$ cat src/rtl/ctrl_mc_if.sv
// ctrl_mc_if -- bundle between the multi-cycle controller and its datapath.
//   Datapath -> controller : OP, Fun (instruction fields), zero (ALU flag),
//                            MIO_ready (memory handshake)
//   Controller -> datapath : write enables, mux selects, ALU_Control,
//                            state_out (current state code), err (sticky fault)
// modport master : the controller side.  modport slave : the datapath side.
interface ctrl_mc_if;
    logic [5:0] OP;
    logic [5:0] Fun;
    logic       zero;
    logic       MIO_ready;

    logic       PCWrite;
    logic       IRWrite;
    logic       MemRead;
    logic       MemWrite;
    logic       IorD;
    logic       RegWrite;
    logic       RegDst;
    logic       MemtoReg;
    logic       ALUSrcA;
    logic [1:0] ALUSrcB;
    logic [1:0] PCSource;
    logic [2:0] ALU_Control;
    logic [3:0] state_out;
    logic       err;

    modport master (
        input  OP, Fun, zero, MIO_ready,
        output PCWrite, IRWrite, MemRead, MemWrite, IorD, RegWrite, RegDst,
               MemtoReg, ALUSrcA, ALUSrcB, PCSource, ALU_Control, state_out, err
    );

    modport slave (
        output OP, Fun, zero, MIO_ready,
        input  PCWrite, IRWrite, MemRead, MemWrite, IorD, RegWrite, RegDst,
               MemtoReg, ALUSrcA, ALUSrcB, PCSource, ALU_Control, state_out, err
    );
endinterface

$ cat src/rtl/ctrl_mc.sv
// ctrl_mc -- multi-cycle MIPS-style Moore controller with memory-wait watchdog.
//   clk  : rising-edge clock
//   rst  : asynchronous active-low reset
//   bus  : ctrl_mc_if.master (instruction fields, zero, MIO_ready in;
//          datapath enables/selects, state_out, err out)
// Parameter WAIT_LIMIT: consecutive not-ready cycles tolerated in IF/MRD/MWR
//   before faulting to ERR; 0 disables the watchdog.
// Optional feature macro CTRL_BNE_EN: decode bne (OP=000101) into BR with
//   PCWrite=~zero; without it bne is an illegal opcode.
module ctrl_mc #(
    parameter logic [7:0] WAIT_LIMIT = 8'd16
) (
    input  logic      clk,
    input  logic      rst,
    ctrl_mc_if.master bus
);
    typedef enum logic [3:0] {
        S_IF = 4'd0, S_ID = 4'd1, S_MADR = 4'd2, S_MRD = 4'd3, S_MWB = 4'd4,
        S_MWR = 4'd5, S_REXE = 4'd6, S_RWB = 4'd7, S_BR = 4'd8, S_J = 4'd9,
        S_IEXE = 4'd10, S_IWB = 4'd11, S_ERR = 4'd15
    } state_t;

    localparam logic [5:0] OP_R    = 6'b000000;
    localparam logic [5:0] OP_LW   = 6'b100011;
    localparam logic [5:0] OP_SW   = 6'b101011;
    localparam logic [5:0] OP_BEQ  = 6'b000100;
    localparam logic [5:0] OP_BNE  = 6'b000101;
    localparam logic [5:0] OP_J    = 6'b000010;
    localparam logic [5:0] OP_ADDI = 6'b001000;
    localparam logic [5:0] OP_ANDI = 6'b001100;
    localparam logic [5:0] OP_ORI  = 6'b001101;
    localparam logic [5:0] OP_SLTI = 6'b001010;

    // Registered, state-only outputs plus flags for the few outputs that
    // must follow an input combinationally (MIO_ready in IF, zero in BR).
    typedef struct packed {
        logic       mem_read;
        logic       mem_write;
        logic       iord;
        logic       reg_write;
        logic       reg_dst;
        logic       memto_reg;
        logic       alu_src_a;
        logic [1:0] alu_src_b;
        logic [1:0] pc_source;
        logic [2:0] alu_ctl;
        logic       in_if;
        logic       in_br;
        logic       br_ne;
        logic       pc_jump;
    } ctl_t;

    localparam ctl_t CTL_IF = '{mem_read: 1'b1, alu_src_b: 2'b01, alu_ctl: 3'b010,
                                in_if: 1'b1, default: '0};

    state_t     state, nxt;
    logic [7:0] wait_cnt, wait_d;
    logic       err_q;
    ctl_t       ctl_q, ctl_d;
    logic       r_ok, wait_st, timeout;
    logic [2:0] r_alu, i_alu;

    always_comb begin
        r_ok  = 1'b1;
        r_alu = 3'b010;
        case (bus.Fun)
            6'b100000: r_alu = 3'b010;
            6'b100010: r_alu = 3'b110;
            6'b100100: r_alu = 3'b000;
            6'b100101: r_alu = 3'b001;
            6'b101010: r_alu = 3'b111;
            6'b100111: r_alu = 3'b100;
            6'b100110: r_alu = 3'b011;
            6'b000010: r_alu = 3'b101;
            default:   r_ok  = 1'b0;
        endcase
        case (bus.OP)
            OP_ANDI: i_alu = 3'b000;
            OP_ORI:  i_alu = 3'b001;
            OP_SLTI: i_alu = 3'b111;
            default: i_alu = 3'b010;
        endcase
    end

    // Watchdog trips on the not-ready cycle that would make the count hit
    // the limit, so the FSM never spends a further cycle waiting.
    assign wait_st = (state == S_IF) || (state == S_MRD) || (state == S_MWR);
    assign timeout = wait_st && !bus.MIO_ready && (WAIT_LIMIT != 8'd0) &&
                     ({1'b0, wait_cnt} + 9'd1 == {1'b0, WAIT_LIMIT});

    always_comb begin
        nxt = state;
        case (state)
            S_IF:   if (bus.MIO_ready) nxt = S_ID;   else if (timeout) nxt = S_ERR;
            S_ID: begin
                case (bus.OP)
                    OP_LW, OP_SW: nxt = S_MADR;
                    OP_R:         nxt = r_ok ? S_REXE : S_ERR;
                    OP_BEQ:       nxt = S_BR;
`ifdef CTRL_BNE_EN
                    OP_BNE:       nxt = S_BR;
`endif
                    OP_J:         nxt = S_J;
                    OP_ADDI, OP_ANDI, OP_ORI, OP_SLTI: nxt = S_IEXE;
                    default:      nxt = S_ERR;
                endcase
            end
            S_MADR: nxt = (bus.OP == OP_SW) ? S_MWR : S_MRD;
            S_MRD:  if (bus.MIO_ready) nxt = S_MWB;  else if (timeout) nxt = S_ERR;
            S_MWR:  if (bus.MIO_ready) nxt = S_IF;   else if (timeout) nxt = S_ERR;
            S_REXE: nxt = S_RWB;
            S_IEXE: nxt = S_IWB;
            S_MWB, S_RWB, S_BR, S_J, S_IWB: nxt = S_IF;
            default: nxt = S_ERR;
        endcase

        // Counter only survives a cycle that stays in the same wait state.
        if (wait_st && !bus.MIO_ready && nxt == state)
            wait_d = (wait_cnt == 8'hFF) ? wait_cnt : wait_cnt + 8'd1;
        else
            wait_d = 8'd0;
    end

    // Outputs are decoded from the next state and registered with it.
    always_comb begin
        ctl_d = '0;
        case (nxt)
            S_IF:   ctl_d = CTL_IF;
            S_ID:   begin ctl_d.alu_src_b = 2'b11; ctl_d.alu_ctl = 3'b010; end
            S_MADR: begin ctl_d.alu_src_a = 1'b1; ctl_d.alu_src_b = 2'b10; ctl_d.alu_ctl = 3'b010; end
            S_MRD:  begin ctl_d.mem_read = 1'b1; ctl_d.iord = 1'b1; end
            S_MWB:  begin ctl_d.memto_reg = 1'b1; ctl_d.reg_write = 1'b1; end
            S_MWR:  begin ctl_d.mem_write = 1'b1; ctl_d.iord = 1'b1; end
            S_REXE: begin ctl_d.alu_src_a = 1'b1; ctl_d.alu_ctl = r_alu; end
            S_RWB:  begin ctl_d.reg_dst = 1'b1; ctl_d.reg_write = 1'b1; end
            S_BR: begin
                ctl_d.alu_src_a = 1'b1;
                ctl_d.alu_ctl   = 3'b110;
                ctl_d.pc_source = 2'b01;
                ctl_d.in_br     = 1'b1;
`ifdef CTRL_BNE_EN
                ctl_d.br_ne     = (bus.OP == OP_BNE);
`endif
            end
            S_J:    begin ctl_d.pc_source = 2'b10; ctl_d.pc_jump = 1'b1; end
            S_IEXE: begin ctl_d.alu_src_a = 1'b1; ctl_d.alu_src_b = 2'b10; ctl_d.alu_ctl = i_alu; end
            S_IWB:  ctl_d.reg_write = 1'b1;
            default: ctl_d = '0;
        endcase
    end

    always_ff @(posedge clk or negedge rst) begin
        if (!rst) begin
            state    <= S_IF;
            wait_cnt <= 8'd0;
            err_q    <= 1'b0;
            ctl_q    <= CTL_IF;
        end else begin
            state    <= nxt;
            wait_cnt <= wait_d;
            err_q    <= err_q | (nxt == S_ERR);
            ctl_q    <= ctl_d;
        end
    end

    // rst gates the input-following enables so nothing writes while held in reset.
    assign bus.PCWrite     = rst & (ctl_q.pc_jump | (ctl_q.in_if & bus.MIO_ready) |
                                    (ctl_q.in_br & (bus.zero ^ ctl_q.br_ne)));
    assign bus.IRWrite     = rst & ctl_q.in_if & bus.MIO_ready;
    assign bus.MemRead     = ctl_q.mem_read;
    assign bus.MemWrite    = ctl_q.mem_write;
    assign bus.IorD        = ctl_q.iord;
    assign bus.RegWrite    = ctl_q.reg_write;
    assign bus.RegDst      = ctl_q.reg_dst;
    assign bus.MemtoReg    = ctl_q.memto_reg;
    assign bus.ALUSrcA     = ctl_q.alu_src_a;
    assign bus.ALUSrcB     = ctl_q.alu_src_b;
    assign bus.PCSource    = ctl_q.pc_source;
    assign bus.ALU_Control = ctl_q.alu_ctl;
    assign bus.state_out   = state;
    assign bus.err         = err_q;
endmodule
$ cat src/flat_wrapper.sv
// flat-port wrapper written by rule: the top's interface ports become plain ports
module ctrl_mc_flat 
#(
    parameter logic [7:0] WAIT_LIMIT = 8'd16
)
  (clk, rst, bus_OP, bus_Fun, bus_zero, bus_MIO_ready, bus_PCWrite, bus_IRWrite, bus_MemRead, bus_MemWrite, bus_IorD, bus_RegWrite, bus_RegDst, bus_MemtoReg, bus_ALUSrcA, bus_ALUSrcB, bus_PCSource, bus_ALU_Control, bus_state_out, bus_err);
  ctrl_mc_if bus_i ();
  input  logic clk;
  input  logic rst;
  input wire logic [$bits(bus_i.OP)-1:0] bus_OP;
  input wire logic [$bits(bus_i.Fun)-1:0] bus_Fun;
  input wire logic [$bits(bus_i.zero)-1:0] bus_zero;
  input wire logic [$bits(bus_i.MIO_ready)-1:0] bus_MIO_ready;
  output wire logic [$bits(bus_i.PCWrite)-1:0] bus_PCWrite;
  output wire logic [$bits(bus_i.IRWrite)-1:0] bus_IRWrite;
  output wire logic [$bits(bus_i.MemRead)-1:0] bus_MemRead;
  output wire logic [$bits(bus_i.MemWrite)-1:0] bus_MemWrite;
  output wire logic [$bits(bus_i.IorD)-1:0] bus_IorD;
  output wire logic [$bits(bus_i.RegWrite)-1:0] bus_RegWrite;
  output wire logic [$bits(bus_i.RegDst)-1:0] bus_RegDst;
  output wire logic [$bits(bus_i.MemtoReg)-1:0] bus_MemtoReg;
  output wire logic [$bits(bus_i.ALUSrcA)-1:0] bus_ALUSrcA;
  output wire logic [$bits(bus_i.ALUSrcB)-1:0] bus_ALUSrcB;
  output wire logic [$bits(bus_i.PCSource)-1:0] bus_PCSource;
  output wire logic [$bits(bus_i.ALU_Control)-1:0] bus_ALU_Control;
  output wire logic [$bits(bus_i.state_out)-1:0] bus_state_out;
  output wire logic [$bits(bus_i.err)-1:0] bus_err;
  assign bus_i.OP = bus_OP;
  assign bus_i.Fun = bus_Fun;
  assign bus_i.zero = bus_zero;
  assign bus_i.MIO_ready = bus_MIO_ready;
  assign bus_PCWrite = bus_i.PCWrite;
  assign bus_IRWrite = bus_i.IRWrite;
  assign bus_MemRead = bus_i.MemRead;
  assign bus_MemWrite = bus_i.MemWrite;
  assign bus_IorD = bus_i.IorD;
  assign bus_RegWrite = bus_i.RegWrite;
  assign bus_RegDst = bus_i.RegDst;
  assign bus_MemtoReg = bus_i.MemtoReg;
  assign bus_ALUSrcA = bus_i.ALUSrcA;
  assign bus_ALUSrcB = bus_i.ALUSrcB;
  assign bus_PCSource = bus_i.PCSource;
  assign bus_ALU_Control = bus_i.ALU_Control;
  assign bus_state_out = bus_i.state_out;
  assign bus_err = bus_i.err;
  ctrl_mc #(.WAIT_LIMIT(WAIT_LIMIT)) u_core (.clk(clk), .rst(rst), .bus(bus_i));
endmodule
$ cat config.mk
export PLATFORM = sky130hd
export DESIGN_NAME = ctrl_mc_flat
export DESIGN_NICKNAME = d
export VERILOG_FILES = /design/src/rtl/ctrl_mc_if.sv /design/src/rtl/ctrl_mc.sv /design/src/flat_wrapper.sv
export SDC_FILE = /design/constraint.sdc
export NUM_CORES = 1
export LEC_CHECK = 0
export BUFFER_PORTS_ARGS = -buffer_cell sky130_fd_sc_hd__buf_2
export CAP_MARGIN = 0
export CORE_ASPECT_RATIO = 1.75
export CORE_UTILIZATION = 45
export DETAILED_ROUTE_END_ITERATION = 6
export HOLD_SLACK_MARGIN = 0.02
export PLACE_DENSITY_LB_ADDON = 0.15
export REMOVE_ABC_BUFFERS = 1
export SLEW_MARGIN = 20
export SYNTH_ARGS = -nofsm -noshare
export SYNTH_HDL_FRONTEND = slang
export SYNTH_SLANG_ARGS = --single-unit
$ cat constraint.sdc
create_clock -name clk -period 2.6 [get_ports clk]
set_clock_uncertainty 0.15 [all_clocks]
set_input_delay 0.26 -clock clk [delete_from_list [all_inputs] [get_ports clk]]
set_output_delay 0.26 -clock clk [all_outputs]
set_load 0.01 [all_outputs]
==> summary.md <==
| Metric | Value |
|---|---|
| Status | `finished clean` |
| Vias in the first global route | `1605` |
| Slew Viols, Final | `0` |
| Via Count | `1661` |
| RSZ-0062 raised after global routing | `no` |
| Setup TNS | `0 ns` |
| Synth area leader | `dfrtp_1` |
| Startpoint Class | `flip-flop` |
| Synthesized area | `1860 um2` |
| Synth Flop Type | `dfrtp_1` |
| HP Class | `in -> reg` |
| Post-route clock period utilization | `91.2%` |
| Worst EP required | `2.62 ns` |
| Number of synthesized register bits | `29` |
| Wire length per cell | `14.2 um` |
| Clk Latency, worst-skew pair | `0.28 ns` |
| Via density | `5.63` |
| Hold Startpoint | `bus_Fun[4]` |
| First drt pass iteration count | `4` |
| Clock network power share | `15.5%` |
| Crit path buf inv count | `0` |
| FP Rows | `30` |
| Die area | `4400 um2` |
| Core area | `3900 um2` |
| Count of cell types in the netlist | `59` |
| Worst path cell trace | `or2_1 > nor3b_2 > o211ai_1 > nand3b_1 > o21ai_1 > or3_1 > o41ai_1` |
| Final hold violation count | `0` |
| Max Cap Viol | `0` |
| Clk root buf | `clkbuf_8` |
| Max clock buf depth | `2` |
| Layout area overhead | `16.2%` |
| Max IR drop VDD | `0.623 mV` |
| Tot GR Track Use | `21.6%` |
| FMAX | `422 MHz` |
| Hpwl dp | `3320 um` |
| Critical Path End Type | `flip-flop` |
| Mapped Cells | `210` |
| Final hold slack | `0.0793 ns` |
| Gate power share | `53.2%` |
| Post-Route WL | `4190 um` |
| First-pass GRT wire length | `7290 um` |
| Initial Util | `47.6%` |
| Share of the synthesized area in the top cell type | `33.7%` |
| Post-synth EDFFs | `0` |
| NetSw | `1.01 mW` |
| Switching share of power | `43.7%` |
| Largest fanout on the critical path | `13` |
| Initial antenna violation count | `0` |
| Mean Syn Cell Area | `8.84 um2` |
| Critical path's slowest cell | `dfrtp_1` |
| Num ports | `37` |
| Clock Sinks | `29` |
| Register area share after synthesis | `39.4%` |
| Top delay family on crit path | `simple AND/OR/NAND/NOR gates` |
| Internal | `1.31 mW` |
| Placer Congestion | `0.872` |
| Remaining DRCs | `0` |
| Antenna diodes | `0` |
| Drt initial violations | `22` |
| Final ANT Viol Nets | `0` |
| Leakage | `1.00 nW` |
| Num CTS Buffers | `5` |
| Relative slew slack | `71.3%` |
| I/O Buffers | `36` |
| Reg-to-reg startpoint | `u_core.bus.state_out[2]` |
| Largest net degree at the start of global routing | `24` |
| Crit-path max cell delay | `0.52 ns` |
| Worst-path clk slew | `0.07 ns` |
| Fillers | `395` |
| H-tree depth | `2` |
| CTS tree | `done` |
| Ys Warns | `0` |
| Post-layout nets | `263` |
| Sequential Power Share | `31.3%` |
| Worst Setup SP | `u_core.bus.state_out[2]` |
| Pwr per Cell Area | `1080 nW/um2` |
| Async S/R FF share, synth | `100%` |
| # setup viols final | `0` |
| Slew at the pin with the worst max-slew slack | `0.428 ns` |
| Top cells by area, synth | `dfrtp_1 34%, nor2_1 6.1%, dfstp_2 5.7%, a21oi_1 3.8%, buf_4 2.8%` |
| Overflow after GRT | `0` |
| Die X-Extent | `50.6 um` |
| WP data arrival | `2.40 ns` |
| Setup CP Type | `reg -> reg` |
| Tmin final | `2.37 ns` |
| Die Span Y | `87.0 um` |
| Layout cells sized above 1 | `28.3%` |
## through the flow
step	cells	util [%]	cell area, um2	total power, mW	worst slack (ns)
after CTS	293	54.7	2140	2.30	0.107
after global placement	284	52.3	2040	1.94	0.123
after floorplan	193	-	1750	1.51	0.279
after detailed placement	284	52.3	2040	1.94	0.122
final	295	55.3	2160	2.32	0.228
after global routing	295	55.3	2160	2.51	0.0146
## synthesized netlist by cell type, types with 2 or more instances
cell type and n:
nand2_1 14, o32ai_1 3, xnor2_1 4, o211ai_1 3, a21oi_1 14, nor3_1 9, nor4_1 4, nor2_1 30
buf_2 9, a21o_1 2, nand2b_1 5, o21ai_0 3, buf_4 7, a211oi_2 2, xor2_1 5, nor2b_1 5
a211oi_1 3, o22ai_1 3, nand3_1 8, and3_1 3, or3_1 2, a31o_1 2, and2_1 2, mux2i_1 2
inv_1 4, dfstp_2 4, dfrtp_1 25, nand3b_1 2
## timing repair
action | in CTS | in global routing
setup endpoints to repair | 0 | 6
hold buffers | 1 | 0
setup buffers | 0 | 2
resized for setup | 0 | 1
endpoints found under the hold margin | 25 | 0
## kinds of logic after synthesis
family / after synthesis / synth area share (%)
AOI/OAI and AO/OA: 49 / 19.5
xor gates and xnor gates: 9 / 4.24
adders and majority gates: 2 / 1.21
buffers and inverters: 22 / 6.87
DFF: 29 / 39.4
muxes: 2 / 1.08
and+or+nand+nor: 97 / 27.8
## sequential cells by signal (all words and copies together), names as in the netlist, 2 cells and up
name,count
u_core.bus.ALUSrcB,2
u_core.bus.ALU_Control,3
u_core.ctl_q,2
u_core.bus.PCSource,2
u_core.bus.state_out,4
u_core.wait_cnt,8
## power groups by stage
stage	registers, mW	clock network (mW)	logic (mW)
3_3_place_gp	0.735	0	1.20
3_5_place_dp	0.737	0	1.20
5_1_grt	0.748	0.383	1.38
6_report	0.728	0.360	1.24
4_1_cts	0.729	0.367	1.21
2_1_floorplan	0.785	0	0.722
## layout make-up
class / instances / area, um2 / area share, %
clock buffer: 5 / 68.8 / 3.19
clock inverter: 3 / 17.5 / 0.812
inverter: 5 / 18.8 / 0.870
multi-input combinational: 159 / 1000 / 46.5
sequential: 29 / 731 / 33.9
tap: 48 / 60.1 / 2.78
timing repair buffer: 46 / 258 / 11.9
## layer usage
layer	track usage, %	routed length, um
met2	39.9	2370
met1	24.6	1620
met5	0	0
met4	8.59	93
met3	2.62	114
## cells in the final DEF (no fill, tap or decap), types with 2 or more instances in the layout
cell,netlist,final
mux2i_1,2,2
clkinv_2,0,2
a211oi_2,2,2
o21ai_0,3,3
o32ai_1,3,3
nand3_1,8,8
clkbuf_8,0,5
nor2_1,30,30
dfrtp_1,25,25
a21o_1,2,2
a211oi_1,3,3
nand2b_1,5,5
and2_1,2,2
xnor2_1,4,4
and3_1,3,3
nor2b_1,5,5
inv_1,4,4
nand2_1,14,14
nor3_2,1,2
nor4_1,4,4
nor3_1,9,8
or3_1,2,2
a31o_1,2,2
a21oi_1,14,14
buf_2,9,36
o211ai_1,3,3
nand3b_1,2,2
xor2_1,5,5
buf_4,7,9
o22ai_1,3,3
dfstp_2,4,4
## worst paths after layout
check	cells past startpoint	slack [ns]	to
min in group asynchronous	2	0.21	u_core.ctl_q[0]
worst min-delay path	2	0.08	u_core.bus.ALU_Control[2]
worst min register to register	1	0.33	u_core.bus.err
worst max register to register	7	0.23	u_core.bus.ALU_Control[2]
worst max-delay path	7	0.23	u_core.bus.ALU_Control[2]
max in group asynchronous	3	1.51	u_core.bus.ALU_Control[1]
Note: power is estimated with default switching activity, not from simulation.
